### config.mk
export PLATFORM = sky130hd
export DESIGN_NAME = fp_divider
export DESIGN_NICKNAME = d
export VERILOG_FILES = /design/src/rtl/fp_divider_pkg.sv /design/src/rtl/fp_round_rne.sv /design/src/rtl/fp_divider.sv
export SDC_FILE = /design/constraint.sdc
export NUM_CORES = 1
export LEC_CHECK = 0
export BUFFER_PORTS_ARGS = -buffer_cell sky130_fd_sc_hd__buf_2
export CAP_MARGIN = 20
export CORE_MARGIN = 2
export CORE_UTILIZATION = 45
export DETAILED_ROUTE_END_ITERATION = 12
export GPL_TIMING_DRIVEN = 0
export SLEW_MARGIN = 20
export SYNTH_ARGS = -nofsm -noshare
export SYNTH_HDL_FRONTEND = slang
export SYNTH_SLANG_ARGS = --single-unit
### constraint.sdc
create_clock -name clk -period 4.7 [get_ports clk]
set_input_delay 0.94 -clock clk [delete_from_list [all_inputs] [get_ports clk]]
set_output_delay 0.94 -clock clk [all_outputs]
set_load 0.02 [all_outputs]
### src/rtl/fp_divider_pkg.sv
// fp_divider_pkg: shared fp32 constants, FSM encoding and operand unpacking for the float datapath.
// FP_DIV_SUBNORM_EN selects gradual underflow; otherwise subnormals flush to zero.
package fp_divider_pkg;
   localparam int EXP_W  = 8;
   localparam int MAN_W  = 23;
   localparam int EXP_IW = EXP_W + 2;
   localparam int BIAS   = 2**(EXP_W-1) - 1;
   localparam int Q_W    = MAN_W + 3;
   localparam logic [31:0] QNAN    = 32'h7FC00000;
   localparam logic [31:0] POS_INF = 32'h7F800000;
   localparam int DONE_B = 0;
   localparam int DZ_B   = 1;
   localparam int OV_B   = 2;
   localparam int INV_B  = 3;
   typedef enum logic [2:0] {IDLE, UNPACK, DIVIDE, NORM, ROUND, DONE, RELEASE} state_t;
   typedef enum logic [2:0] {SP_NONE, SP_NAN, SP_DIVZ, SP_INF, SP_ZERO} spec_t;
   typedef struct packed {
      logic                     nan;
      logic                     inf;
      logic                     zero;
      logic [MAN_W:0]           man;
      logic signed [EXP_IW-1:0] exp;
   } opnd_t;
   function automatic logic [4:0] lzc(input logic [MAN_W-1:0] f);
      lzc = 5'(MAN_W);
      for (int i = 0; i < MAN_W; i++) if (f[i]) lzc = 5'(MAN_W-1-i);
   endfunction
   function automatic opnd_t unpack(input logic [31:0] x);
      opnd_t o;
      logic [EXP_W-1:0] e;
      logic [MAN_W-1:0] f;
      e = x[MAN_W +: EXP_W];
      f = x[MAN_W-1:0];
      o.nan = &e && |f;
      o.inf = &e && f == '0;
`ifdef FP_DIV_SUBNORM_EN
      o.zero = e == '0 && f == '0;
      o.man  = e == '0 ? {f, 1'b0} << lzc(f) : {1'b1, f};
      o.exp  = e == '0 ? -$signed(EXP_IW'(lzc(f))) : $signed(EXP_IW'(e));
`else
      o.zero = e == '0;
      o.man  = {1'b1, f};
      o.exp  = $signed(EXP_IW'(e));
`endif
      return o;
   endfunction
endpackage

### src/rtl/fp_round_rne.sv
// fp_round_rne: round-to-nearest-even of a 24-bit significand with guard/round/sticky.
// A subnormal that rounds up into the hidden bit is promoted to exponent 1.
module fp_round_rne
   import fp_divider_pkg::*;
(
   input  logic                     g_i,
   input  logic                     r_i,
   input  logic                     s_i,
   input  logic [MAN_W:0]           man_i,
   input  logic signed [EXP_IW-1:0] exp_i,
   output logic [MAN_W-1:0]         man_o,
   output logic signed [EXP_IW-1:0] exp_o
);
   logic           inc;
   logic           carry;
   logic [MAN_W+1:0] sum;
   always_comb begin
      inc   = g_i & (r_i | s_i | man_i[0]);
      sum   = {1'b0, man_i} + (MAN_W+2)'(inc);
      carry = sum[MAN_W+1];
      man_o = carry ? sum[MAN_W:1] : sum[MAN_W-1:0];
      exp_o = exp_i + EXP_IW'(carry | (exp_i == '0 && sum[MAN_W]));
   end
endmodule

### src/rtl/fp_divider.sv
// fp_divider: iterative restoring fp32 divider, fixed 29-cycle start-to-done latency, RNE.
// FP_DIV_SUBNORM_EN enables subnormal inputs/results; default build flushes them to zero.
module fp_divider
   import fp_divider_pkg::*;
(
   input  logic        clk,
   input  logic        rst,
   input  logic        start_sig,
   input  logic [31:0] A,
   input  logic [31:0] B,
   output logic [31:0] result,
   output logic [3:0]  done_sig
);
   state_t                   state_q;
   spec_t                    spec_q, spec_d;
   opnd_t                    oa, ob;
   logic [31:0]              a_q, b_q, res_d;
   logic [3:0]               flg_d;
   logic                     sign_q, uf_q, uf_d, g_q, r_q, s_q, s_d, keep, ovf;
   logic [4:0]               cnt_q;
   logic [MAN_W:0]           mb_q, man_q;
   logic [Q_W-1:0]           rem_q, rem_d, quot_q, v, v_d;
   logic [Q_W:0]             trial;
   logic signed [EXP_IW-1:0] exp_q, en, exp_d, rexp;
   logic [MAN_W-1:0]         rman;
`ifdef FP_DIV_SUBNORM_EN
   logic signed [EXP_IW-1:0] k;
   logic [2*Q_W-1:0]         sv;
`endif
   fp_round_rne u_round (
      .g_i   (g_q),
      .r_i   (r_q),
      .s_i   (s_q),
      .man_i (man_q),
      .exp_i (exp_q),
      .man_o (rman),
      .exp_o (rexp)
   );
   always_comb begin
      oa     = unpack(a_q);
      ob     = unpack(b_q);
      spec_d = (oa.nan | ob.nan | (oa.inf & ob.inf) | (oa.zero & ob.zero)) ? SP_NAN :
               oa.inf ? SP_INF : ob.zero ? SP_DIVZ : (ob.inf | oa.zero) ? SP_ZERO : SP_NONE;
      trial  = {1'b0, rem_q} - {2'b0, mb_q};
      keep   = !trial[Q_W];
      rem_d  = (keep ? trial[Q_W-1:0] : rem_q) << 1;
      v      = quot_q[Q_W-1] ? quot_q : {quot_q[Q_W-2:0], 1'b0};
      en     = quot_q[Q_W-1] ? exp_q : exp_q - EXP_IW'(1);
`ifdef FP_DIV_SUBNORM_EN
      // shift below the normal range, folding every dropped bit into sticky
      k      = EXP_IW'(1) - en;
      sv     = {v, Q_W'(0)} >> (k > EXP_IW'(27) ? 5'd27 : k[4:0]);
      v_d    = en < EXP_IW'(1) ? sv[2*Q_W-1:Q_W] : v;
      s_d    = |rem_q | (en < EXP_IW'(1) && |sv[Q_W-1:0]);
      exp_d  = en < EXP_IW'(1) ? '0 : en;
      uf_d   = 1'b0;
`else
      v_d    = v;
      s_d    = |rem_q;
      exp_d  = en;
      uf_d   = en < EXP_IW'(1);
`endif
      ovf    = rexp >= EXP_IW'(255);
      flg_d         = '0;
      flg_d[DONE_B] = 1'b1;
      flg_d[INV_B]  = spec_q == SP_NAN;
      flg_d[DZ_B]   = spec_q == SP_DIVZ;
      flg_d[OV_B]   = spec_q == SP_NONE && !uf_q && ovf;
      res_d = flg_d[INV_B] ? QNAN :
              (spec_q == SP_ZERO || (spec_q == SP_NONE && uf_q)) ? {sign_q, 31'b0} :
              (spec_q == SP_NONE && !ovf) ? {sign_q, rexp[EXP_W-1:0], rman} :
              {sign_q, POS_INF[30:0]};
   end
   always_ff @(posedge clk) begin
      if (rst) begin
         state_q  <= IDLE;
         result   <= '0;
         done_sig <= '0;
         a_q      <= '0;
         b_q      <= '0;
         spec_q   <= SP_NONE;
         sign_q   <= 1'b0;
         uf_q     <= 1'b0;
         exp_q    <= '0;
         mb_q     <= '0;
         rem_q    <= '0;
         quot_q   <= '0;
         cnt_q    <= '0;
         man_q    <= '0;
         g_q      <= 1'b0;
         r_q      <= 1'b0;
         s_q      <= 1'b0;
      end else begin
         case (state_q)
            IDLE: if (start_sig) begin
               a_q     <= A;
               b_q     <= B;
               state_q <= UNPACK;
            end
            UNPACK: begin
               sign_q  <= a_q[31] ^ b_q[31];
               spec_q  <= spec_d;
               exp_q   <= oa.exp - ob.exp + EXP_IW'(BIAS);
               rem_q   <= Q_W'(oa.man);
               mb_q    <= ob.man;
               quot_q  <= '0;
               cnt_q   <= '0;
               state_q <= DIVIDE;
            end
            DIVIDE: begin
               quot_q  <= {quot_q[Q_W-2:0], keep};
               rem_q   <= rem_d;
               cnt_q   <= cnt_q + 5'd1;
               state_q <= cnt_q == 5'(Q_W-1) ? NORM : DIVIDE;
            end
            NORM: begin
               man_q   <= v_d[Q_W-1:2];
               g_q     <= v_d[1];
               r_q     <= v_d[0];
               s_q     <= s_d;
               exp_q   <= exp_d;
               uf_q    <= uf_d;
               state_q <= ROUND;
            end
            ROUND: begin
               result   <= res_d;
               done_sig <= flg_d;
               state_q  <= DONE;
            end
            DONE: begin
               done_sig <= '0;
               state_q  <= RELEASE;
            end
            RELEASE: if (!start_sig) state_q <= IDLE;
            default: state_q <= IDLE;
         endcase
      end
   end
endmodule

==> metrics.md, run 1 <==
| Metric | Value |
|---|---|
| Crit path time final | 4.22 ns |
| Max clock buf depth | 3 |
| Number of detailed-routing iterations run before antenna repair | 5 |
| Number of nets at the end of the flow | 1,756 |
| Fraction of the yosys area taken by sequential cells | 38.6% |
| Count of input and output buffers | between 100 and 150 |
| Met3 Routed Length | approximately 1500 um |
| Remaining antenna violation count after routing | 0 |
| Total global routing overflow | 0 |
| Synth Register Bits | around 230 |
| Delay of the slowest cell on the worst path | between 0.4 and 0.5 ns |
| Relative max-transition margin | 48.9% |
| Num CTS Buffers | 26 |
| Maximum number of pins on one net before global-route repair | 13 |
| Overall power of the completed layout | 5.78 mW |
| Setup repair after global routing missed its margin | no |
| Final hold slack | roughly 0.44 ns |
| Total number of vias | roughly 11,000 |
| Setup Fix Bufs, Post-CTS | 0 |
| Final hold violation count | 0 |
| Largest fanout of any net on the critical path | 10 |
| Vias per std cell | 5.50 |
| Final routed DRC violation total | 0 |
| Cell chosen for the clock root | sky130_fd_sc_hd__clkbuf_16 |
| Antenna fix cells | 0 |
| Initial cell density of the core | 45.4% |
| Static power due to leakage | 5.04 nW |
| Max Slew Vio Count | 0 |
| Netlist cell types | 74 |
| Count of hold buffers inserted by post-cts repair | 0 |
| Req. time, crit path | 5.12 ns |
| Total wire length | 33,600 um |
| Via count of the first global-routing pass | between 10,000 and 15,000 |
| Cell type with the highest occurrence count on the critical path | sky130_fd_sc_hd__nand3_1 |
| Final RePlAce weighted congestion | 0.885 |
| GRT Util Overall | 24.6% |
| Category of cells accounting for the largest share of critical-path delay | simple AND/OR/NAND/NOR gates |
| Met2 WL post-DR | 15,800 um |
| Drt first-iter violations | 734 |
| WL/cell | 16.8 um |
| Worst hold path class | flip-flop to flip-flop |
| Fin Clk Skew | 0.0127 ns |
| PwrDens | 426 mW/mm^2 |
| WP depth | 17 |
| Horizontal extent of the die | ~170 um |
| Transition time at the pin with the least slew margin | between 0.7 and 0.8 ns |
| Worst Setup Path Type | flip-flop to flip-flop |
| Layout Area Growth over Synthesis | 15.6% |
| Worst VDD drop | 0.285 mV |
| Warnings from Yosys | 0 |
| Number of clock sinks seen by CTS | 226 |
| Wire length of the first global-routing pass | about 54,000 um |
| Type of origin of the critical path | flip-flop |
| Number of cells on the worst hold path | 2 |
| Synth Instances | 1,518 |
| Most used flip-flop cell after synthesis | sky130_fd_sc_hd__dfxtp_1 |
| Ratio of final minimum period to clock period | around nine tenths |
| Boundary Pins | 103 |
| Die Area | 0.0274 sq mm |
| Uppermost metal layer occupied by signal nets | met5 |
| Avg Synthesized Cell Area | 7.73 sq um |
| Number of setup violations in the final report | 0 |
| Syn Std Cell Area | roughly 0.012 sq mm |
| CTS tree | yes |
| Synthesized Nets | 1,626 |
| Async set-or-reset flop fraction in the synthesized netlist | 0% |
| Detailed Place HPWL | between 20,000 and 30,000 um |
| Maxcap violations | 0 |
| Cell at the slowest stage of the critical path | sky130_fd_sc_hd__or3b_1 |
| Fraction of final layout cells with drive strength greater than 1 | 11.5% |
| Sum of routed wire segments on met1 | 15,200 um |
| Row count | 59 |
| Clock transition at path regs | 0.06 ns |
| Number of enable-type register cells in the synthesized netlist | 0 |
| H-tree depth reported by CTS | 1 |
| Max Fclk | 0.237 GHz |
| Clock latency at the later pin of the worst-skew pair | approximately 0.52 ns |
| Number of buffer and inverter stages on the critical path | 1 |
| Die span in y | 165 um |
| Result of the run | finished clean |
| Kind of capture point of the worst setup path | flip-flop |
| Critical path, cell by cell | nand3_1 > nor3_2 > and3_1 > nand2b_1 > nor3_1 > a21oi_1 > o32ai_1 > ha_1 > and3_1 > nand3_1 > or3b_1 > o22ai_1 > o21ai_1 > nand3_1 > clkbuf_1 > a21oi_1 > a21o_1 |
| Core Box Area | around 0.026 sq mm |
| Logic depth of the worst register-to-register path | 17 |
| Number of antenna violations at the first check in global routing | 1 |
| Data arrival time at the worst-slack endpoint | 4.63 ns |
| Total negative slack | 0 ns |
## where the power goes
group / internal [mW] / switching [mW]
logic: 0.620 / 0.992
registers: 2.01 / 0.0970
clock network: 1.29 / 0.773
total: 3.92 / 1.86
## logic make-up after synthesis
kind of cell / share of synthesized area [%]
and+or+nand+nor: 23.8
DFF: 38.6
AOI/OAI and AO/OA: 21.3
muxes: 3.01
buffers and inverters: 5.15
xor gates and xnor gates: 3.66
adders and majority gates: 4.50
## area by class of cell
type                            count  area (sq um)
Clock buffer                       40           815
Multi-Input combinational cell   1146          6610
Inverter                           46           173
Clock inverter                      5          75.1
Timing Repair Buffer              102           513
Buffer                            100           432
Sequential cell                   226          4520
Fill cell                        2621         12300
Tap cell                          335           419
## repair_timing
item	CTS	global route
setup endpoints to repair	0	14
gates resized for setup	0	1
hold endpoints to repair	0	0
## layout by cell type, fill, tap and decap left out, types with 33 or more instances in the layout
cell type | synthesis | final
sky130_fd_sc_hd__nand3_1 | 46 | 46
sky130_fd_sc_hd__inv_1 | 46 | 46
sky130_fd_sc_hd__ha_1 | 39 | 39
sky130_fd_sc_hd__a22oi_1 | 37 | 37
sky130_fd_sc_hd__buf_2 | 9 | 110
sky130_fd_sc_hd__clkbuf_1 | 82 | 86
sky130_fd_sc_hd__nand2_1 | 308 | 308
sky130_fd_sc_hd__o21ai_0 | 55 | 55
sky130_fd_sc_hd__nor2_1 | 115 | 115
sky130_fd_sc_hd__a21oi_1 | 174 | 174
sky130_fd_sc_hd__dfxtp_1 | 226 | 226
sky130_fd_sc_hd__mux2i_1 | 33 | 33
## metrics by stage
step	cell area, sq um	cells	utilization [%]	setup WS [ns]
floorplan	11700	1518	-	1.16
global placement	12700	1954	49.0	0.344
detailed placement	12700	1955	49.0	0.285
CTS	13600	2000	52.5	0.277
global route	13600	2000	52.5	0.0349
finish	13600	2000	52.5	0.484
## final timing paths
path,end,slack (ns),startpoint
setup reg to reg,result[6],0.48,man_q[4]
hold reg to reg,result[21],0.44,result[21]
setup / recovery,result[6],0.48,man_q[4]
hold / removal,result[21],0.44,result[21]
## worst reg2reg max path: cells and delay by family (launching register included)
| kind | cells | cell delay, ns |
|---|---|---|
| AOI/OAI and AO/OA | 6 | 0.80 |
| DFF | 1 | 0.40 |
| buffers and inverters | 1 | 0.37 |
| adders and majority gates | 1 | 0.28 |
| and+or+nand+nor | 9 | 2.27 |
## cell usage after synthesis, types with 3 or more instances
| cell type | number | share of area, % |
|---|---|---|
| sky130_fd_sc_hd__nand2_1 | 308 | 9.9 |
| sky130_fd_sc_hd__dfxtp_1 | 226 | 39 |
| sky130_fd_sc_hd__a21oi_1 | 174 | 7.4 |
| sky130_fd_sc_hd__nor2_1 | 115 | 3.7 |
| sky130_fd_sc_hd__clkbuf_1 | 82 | 2.6 |
| sky130_fd_sc_hd__o21ai_0 | 55 | 2.3 |
| sky130_fd_sc_hd__inv_1 | 46 | 1.5 |
| sky130_fd_sc_hd__nand3_1 | 46 | 2.0 |
| sky130_fd_sc_hd__ha_1 | 39 | 4.2 |
| sky130_fd_sc_hd__a22oi_1 | 37 | 2.4 |
| sky130_fd_sc_hd__mux2i_1 | 33 | 2.8 |
| sky130_fd_sc_hd__a211oi_1 | 31 | 2.0 |
| sky130_fd_sc_hd__nor3_1 | 28 | 1.2 |
| sky130_fd_sc_hd__nor4_1 | 27 | 1.4 |
| sky130_fd_sc_hd__xnor2_1 | 26 | 1.9 |
| sky130_fd_sc_hd__xor2_1 | 23 | 1.7 |
| sky130_fd_sc_hd__a31oi_1 | 21 | 1.1 |
| sky130_fd_sc_hd__nand2b_1 | 18 | 0.96 |
| sky130_fd_sc_hd__nand4_1 | 18 | 0.96 |
| sky130_fd_sc_hd__a21o_1 | 14 | 0.90 |
| sky130_fd_sc_hd__and3_1 | 14 | 0.75 |
| sky130_fd_sc_hd__or2_2 | 12 | 0.64 |
| sky130_fd_sc_hd__buf_2 | 9 | 0.38 |
| sky130_fd_sc_hd__and2_1 | 7 | 0.37 |
| sky130_fd_sc_hd__o311a_1 | 7 | 0.60 |
| sky130_fd_sc_hd__nand3b_1 | 6 | 0.38 |
| sky130_fd_sc_hd__o211ai_1 | 6 | 0.38 |
| sky130_fd_sc_hd__or3_1 | 6 | 0.32 |
| sky130_fd_sc_hd__nor2b_1 | 5 | 0.27 |
| sky130_fd_sc_hd__clkbuf_8 | 4 | 0.47 |
| sky130_fd_sc_hd__o22ai_1 | 4 | 0.21 |
| sky130_fd_sc_hd__o31ai_1 | 4 | 0.26 |
| sky130_fd_sc_hd__or4_1 | 4 | 0.26 |
| sky130_fd_sc_hd__a211o_1 | 3 | 0.22 |
| sky130_fd_sc_hd__a21boi_0 | 3 | 0.19 |
| sky130_fd_sc_hd__a311oi_1 | 3 | 0.22 |
| sky130_fd_sc_hd__a31o_2 | 3 | 0.22 |
| sky130_fd_sc_hd__and4_1 | 3 | 0.22 |
| sky130_fd_sc_hd__buf_1 | 3 | 0.096 |
| sky130_fd_sc_hd__o21a_1 | 3 | 0.19 |
## metal layers
layer	global-route usage [%]	vias up
met5	0	-
met4	8.19	2
met3	2.55	60
met2	42.5	279
met1	32.1	5046
li1	-	5604
## state kept, by name (all words and copies together) (netlist names), 3 cells and up
register	cells
done_sig	4
quot_q	26
mb_q	24
spec_q	3
cnt_q	5
a_q	32
man_q	24
b_q	32
rem_q	26
state_q	3
exp_q	10
result	32
(Power assumes the default switching activity.)
==> run 2: changes to the inputs <==
--- a/config.mk
+++ b/config.mk
@@ -7,7 +7,7 @@
 export LEC_CHECK = 0
 export BUFFER_PORTS_ARGS = -buffer_cell sky130_fd_sc_hd__buf_2
 export CAP_MARGIN = 20
-export CORE_MARGIN = 2
+export CORE_MARGIN = 1
 export CORE_UTILIZATION = 45
 export DETAILED_ROUTE_END_ITERATION = 12
 export GPL_TIMING_DRIVEN = 0
==> constraint.sdc (replaced) <==
create_clock -name clk -period 4.5 [get_ports clk]
set_input_delay 0.9 -clock clk [delete_from_list [all_inputs] [get_ports clk]]
set_output_delay 0.9 -clock clk [all_outputs]
set_load 0.02 [all_outputs]
==> run 2 against run 1 <==
  * Sequential power up 4%
  * Count of clock-buffer cells in the layout shrank 2
  * Maximum frequency increased by 1.7%
  * Utilization up 0.77 points
  * Critical endpoint is now result[9]
  * Largest power group unchanged
==> metrics.md, run 2 (same netlist as run 1, synthesis figures left out) <==
| Metric | Value |
|---|---|
| Fraction of final layout cells with drive strength greater than 1 | 11.6% (was 11.5%) |
| Top library cells by usage in the layout, fill and taps aside | sky130_fd_sc_hd__nand2_1, sky130_fd_sc_hd__dfxtp_1, sky130_fd_sc_hd__a21oi_1 (unchanged) |
| Boundary Pins | 103 (unchanged) |
| Maxcap violations | 0 (unchanged) |
| Switching share of total power | 33.0% (was 32.2%) |
| Cell type with the highest occurrence count on the critical path | sky130_fd_sc_hd__a21oi_1 (was sky130_fd_sc_hd__nand3_1) |
| Req. time, crit path | 4.95 ns (was 5.12 ns) |
| Area taken by flip-flops and latches | 0.00452 sq mm (unchanged) |
| Clock share of power | 35.2% (was 35.7%) |
| Clock transition at path regs | 0.06 ns (about the same) |
| Result of the run | finished clean (unchanged) |
| Final core utilization | 53.3% (was 52.5%) |
| Count of non-filler cells in the finished layout | 1,996 (was 2,000) |
| Num CTS Buffers | 26 (unchanged) |
| Largest registers | a_q x32, b_q x32, result x32 (unchanged) |
| Max Fclk | 0.241 GHz (was 0.237 GHz) |
| Non-Filler Cell Area, Final | 0.0135 sq mm (was 0.0136 sq mm) |
| Internal Dissipation | 4.01 mW (was 3.92 mW) |
| Vias per std cell | 5.53 (was 5.50) |
| Worst hold path class | flip-flop to flip-flop (unchanged) |
| Count of input and output buffers | 101 (unchanged) |
| Type of origin of the critical path | flip-flop (unchanged) |
| End of the worst hold path | result[10] (was result[21]) |
| R2R Setup Slk | 0.35 ns (was 0.48 ns) |
| NetSw | 1.97 mW (was 1.86 mW) |
| Die span in y | 163 um (was 165 um) |
| Clock latency at the later pin of the worst-skew pair | 0.53 ns (was 0.52 ns) |
| Most frequent standard cell in the layout excluding fill and tap cells | sky130_fd_sc_hd__nand2_1 (unchanged) |
| Delay of the slowest cell on the worst path | 0.40 ns (was 0.42 ns) |
| Data arrival time at the worst-slack endpoint | 4.60 ns (was 4.63 ns) |
| Total negative slack | 0 ns (unchanged) |
| Final routed DRC violation total | 0 (unchanged) |
| Die Area | 0.0267 sq mm (was 0.0274 sq mm) |
| CTS tree | yes (unchanged) |
| Maximum number of pins on one net before global-route repair | 14 (was 13) |
| Drt first-iter violations | 667 (was 734) |
| Relative max-transition margin | 49.1% (was 48.9%) |
| Count of hold buffers inserted by post-cts repair | 0 (unchanged) |
| Ratio of final minimum period to clock period | 92.1% (was 89.7%) |
| Remaining antenna violation count after routing | 0 (unchanged) |
| Worst VDD drop | 0.285 mV (about the same) |
| Fin Clk Skew | 0.00989 ns (was 0.0127 ns) |
| Critical path, cell by cell | nand3_1 > nor3_2 > and3_1 > nand2b_1 > nor3_1 > a21oi_1 > o32ai_1 > ha_1 > ha_1 > nand2b_1 > a21oi_1 > o2111ai_1 > a21oi_1 > o21ai_1 > nand3_1 > or2_2 > buf_2 > o21ai_0 (was nand3_1 > nor3_2 > and3_1 > nand2b_1 > nor3_1 > a21oi_1 > o32ai_1 > ha_1 > and3_1 > nand3_1 > or3b_1 > o22ai_1 > o21ai_1 > nand3_1 > clkbuf_1 > a21oi_1 > a21o_1) |
| Final hold violation count | 0 (unchanged) |
| Final hold slack | 0.446 ns (was 0.442 ns) |
| Area after DPL | 0.0127 sq mm (about the same) |
| End of the worst register-to-register path | result[9] (was result[6]) |
| Multi-input gate area in the final layout | 0.00661 sq mm (unchanged) |
| Crit path time final | 4.15 ns (was 4.22 ns) |
| Max clock buf depth | 3 (unchanged) |
| Largest fanout of any net on the critical path | 10 (unchanged) |
| Startpoint of the worst-slack reg-to-reg timing path | man_q[4] (unchanged) |
| GRT Util Overall | 25.6% (was 24.6%) |
| Transition time at the pin with the least slew margin | 0.763 ns (was 0.766 ns) |
| Number of clock sinks seen by CTS | 226 (unchanged) |
| Setup repair after global routing missed its margin | no (unchanged) |
| PwrDens | 442 mW/mm^2 (was 426 mW/mm^2) |
| Number of nets at the end of the flow | 1,756 (unchanged) |
| Comb pwr share | 27.9% (about the same) |
| Filler cell count in the final layout | 2,590 (was 2,621) |
| Final RePlAce weighted congestion | 0.871 (was 0.885) |
| Horizontal extent of the die | 163 um (was 165 um) |
| Kind of capture point of the worst setup path | flip-flop (unchanged) |
| Antenna fix cells | 0 (unchanged) |
| Total global routing overflow | 0 (unchanged) |
| Sequential fraction of design power | 36.8% (was 36.5%) |
| Logic depth of the worst register-to-register path | 18 (was 17) |
| Via count of the first global-routing pass | 10,500 (was 10,400) |
| Layout Area Growth over Synthesis | 15.3% (was 15.6%) |
| Total wire length | 33,600 um (about the same) |
| Wire length of the first global-routing pass | 54,500 um (was 53,700 um) |
| Detailed Place HPWL | 25,900 um (was 26,000 um) |
| Cell at the slowest stage of the critical path | sky130_fd_sc_hd__dfxtp_1 (was sky130_fd_sc_hd__or3b_1) |
| Initial cell density of the core | 46.2% (was 45.4%) |
| Max Slew Vio Count | 0 (unchanged) |
| Hold Crit Start | result[10] (was result[21]) |
| Core Box Area | 0.0254 sq mm (was 0.0258 sq mm) |
| H-tree depth reported by CTS | 1 (unchanged) |
| Number of setup violations in the final report | 0 (unchanged) |
| # placed instances | 1,950 (was 1,955) |
| Cell chosen for the clock root | sky130_fd_sc_hd__clkbuf_16 (unchanged) |
| Number of cells on the worst hold path | 2 (unchanged) |
| Number of antenna violations at the first check in global routing | 1 (unchanged) |
| Number of detailed-routing iterations run before antenna repair | 5 (unchanged) |
| Static power due to leakage | 5.02 nW (was 5.04 nW) |
| WL/cell | 16.8 um (about the same) |
| Worst Setup Path Type | flip-flop to flip-flop (unchanged) |
| Total number of vias | 11,000 (about the same) |
| Row count | 58 (was 59) |
run 2: cell count changes in the layout (fill, tap and decap cells not counted):
cell | before | now
sky130_fd_sc_hd__bufinv_16 | 2 | 1
sky130_fd_sc_hd__clkbuf_1 | 86 | 85
sky130_fd_sc_hd__clkbuf_2 | 1 | 2
sky130_fd_sc_hd__clkbuf_8 | 13 | 11
sky130_fd_sc_hd__clkinv_2 | 3 | 4
sky130_fd_sc_hd__clkinvlp_4 | 0 | 3
run 2: what timing repair did:
action / in CTS / in global routing
setup endpoints to repair: 0 / 20
gates resized for setup: 0 / 3
hold endpoints to repair: 0 / 0
buffers inserted: 0 / 0
run 2: worst max path at each step:
stage          cells past startpoint     start  slack, ns    endpoint
2_1_floorplan                     17  man_q[4]       0.96  result[14]
3_3_place_gp                      17  man_q[4]       0.17   result[4]
3_5_place_dp                      17  man_q[4]        0.1  result[14]
4_1_cts                           17  man_q[4]       0.06   result[6]
5_1_grt                           18  man_q[4]       0.03   result[5]
6_report                          18  man_q[4]       0.35   result[9]
run 2: power by group through the flow:
stage	sequential, mW	combinational (mW)	clock [mW]
floorplan	2.21	1.25	0
finish	2.20	1.67	2.11
global route	2.22	1.86	2.23
detailed placement	2.24	1.66	0
global placement	2.24	1.65	0
CTS	2.20	1.67	2.13
run 2: final cells by class:
type,count,share of cell area [%]
multi-input combinational,1146,48.9
timing repair buffer,102,3.79
buffer,100,3.20
inverter,46,1.28
tap,330,3.05
clock inverter,8,0.536
clock buffer,38,5.82
sequential,226,33.4
run 2: layer usage:
layer  GRT usage (%)  wire [um]  share of wire, %
met1            32.9      14900                44
met5               0         13             0.039
met3            2.87       1720               5.1
met4            8.67       1120               3.3
met2            44.1      15900                47
run 2: per-stage QoR:
stage               total power [mW]  setup slack (ns)
floorplan                       3.46             0.964
global placement                3.89             0.172
detailed placement              3.90            0.0980
CTS                             6.00            0.0636
global route                    6.31            0.0291
finish                          5.98             0.354
run 2: critical path: cells and delay by family, from the launching register on:
family	cells	cell delay (ns)
flip-flops	1	0.40
adder cells (fa/ha/maj)	2	0.58
AO/OA/AOI/OAI	7	1.03
buffers and inverters	1	0.18
AND/OR/NAND/NOR	8	1.88
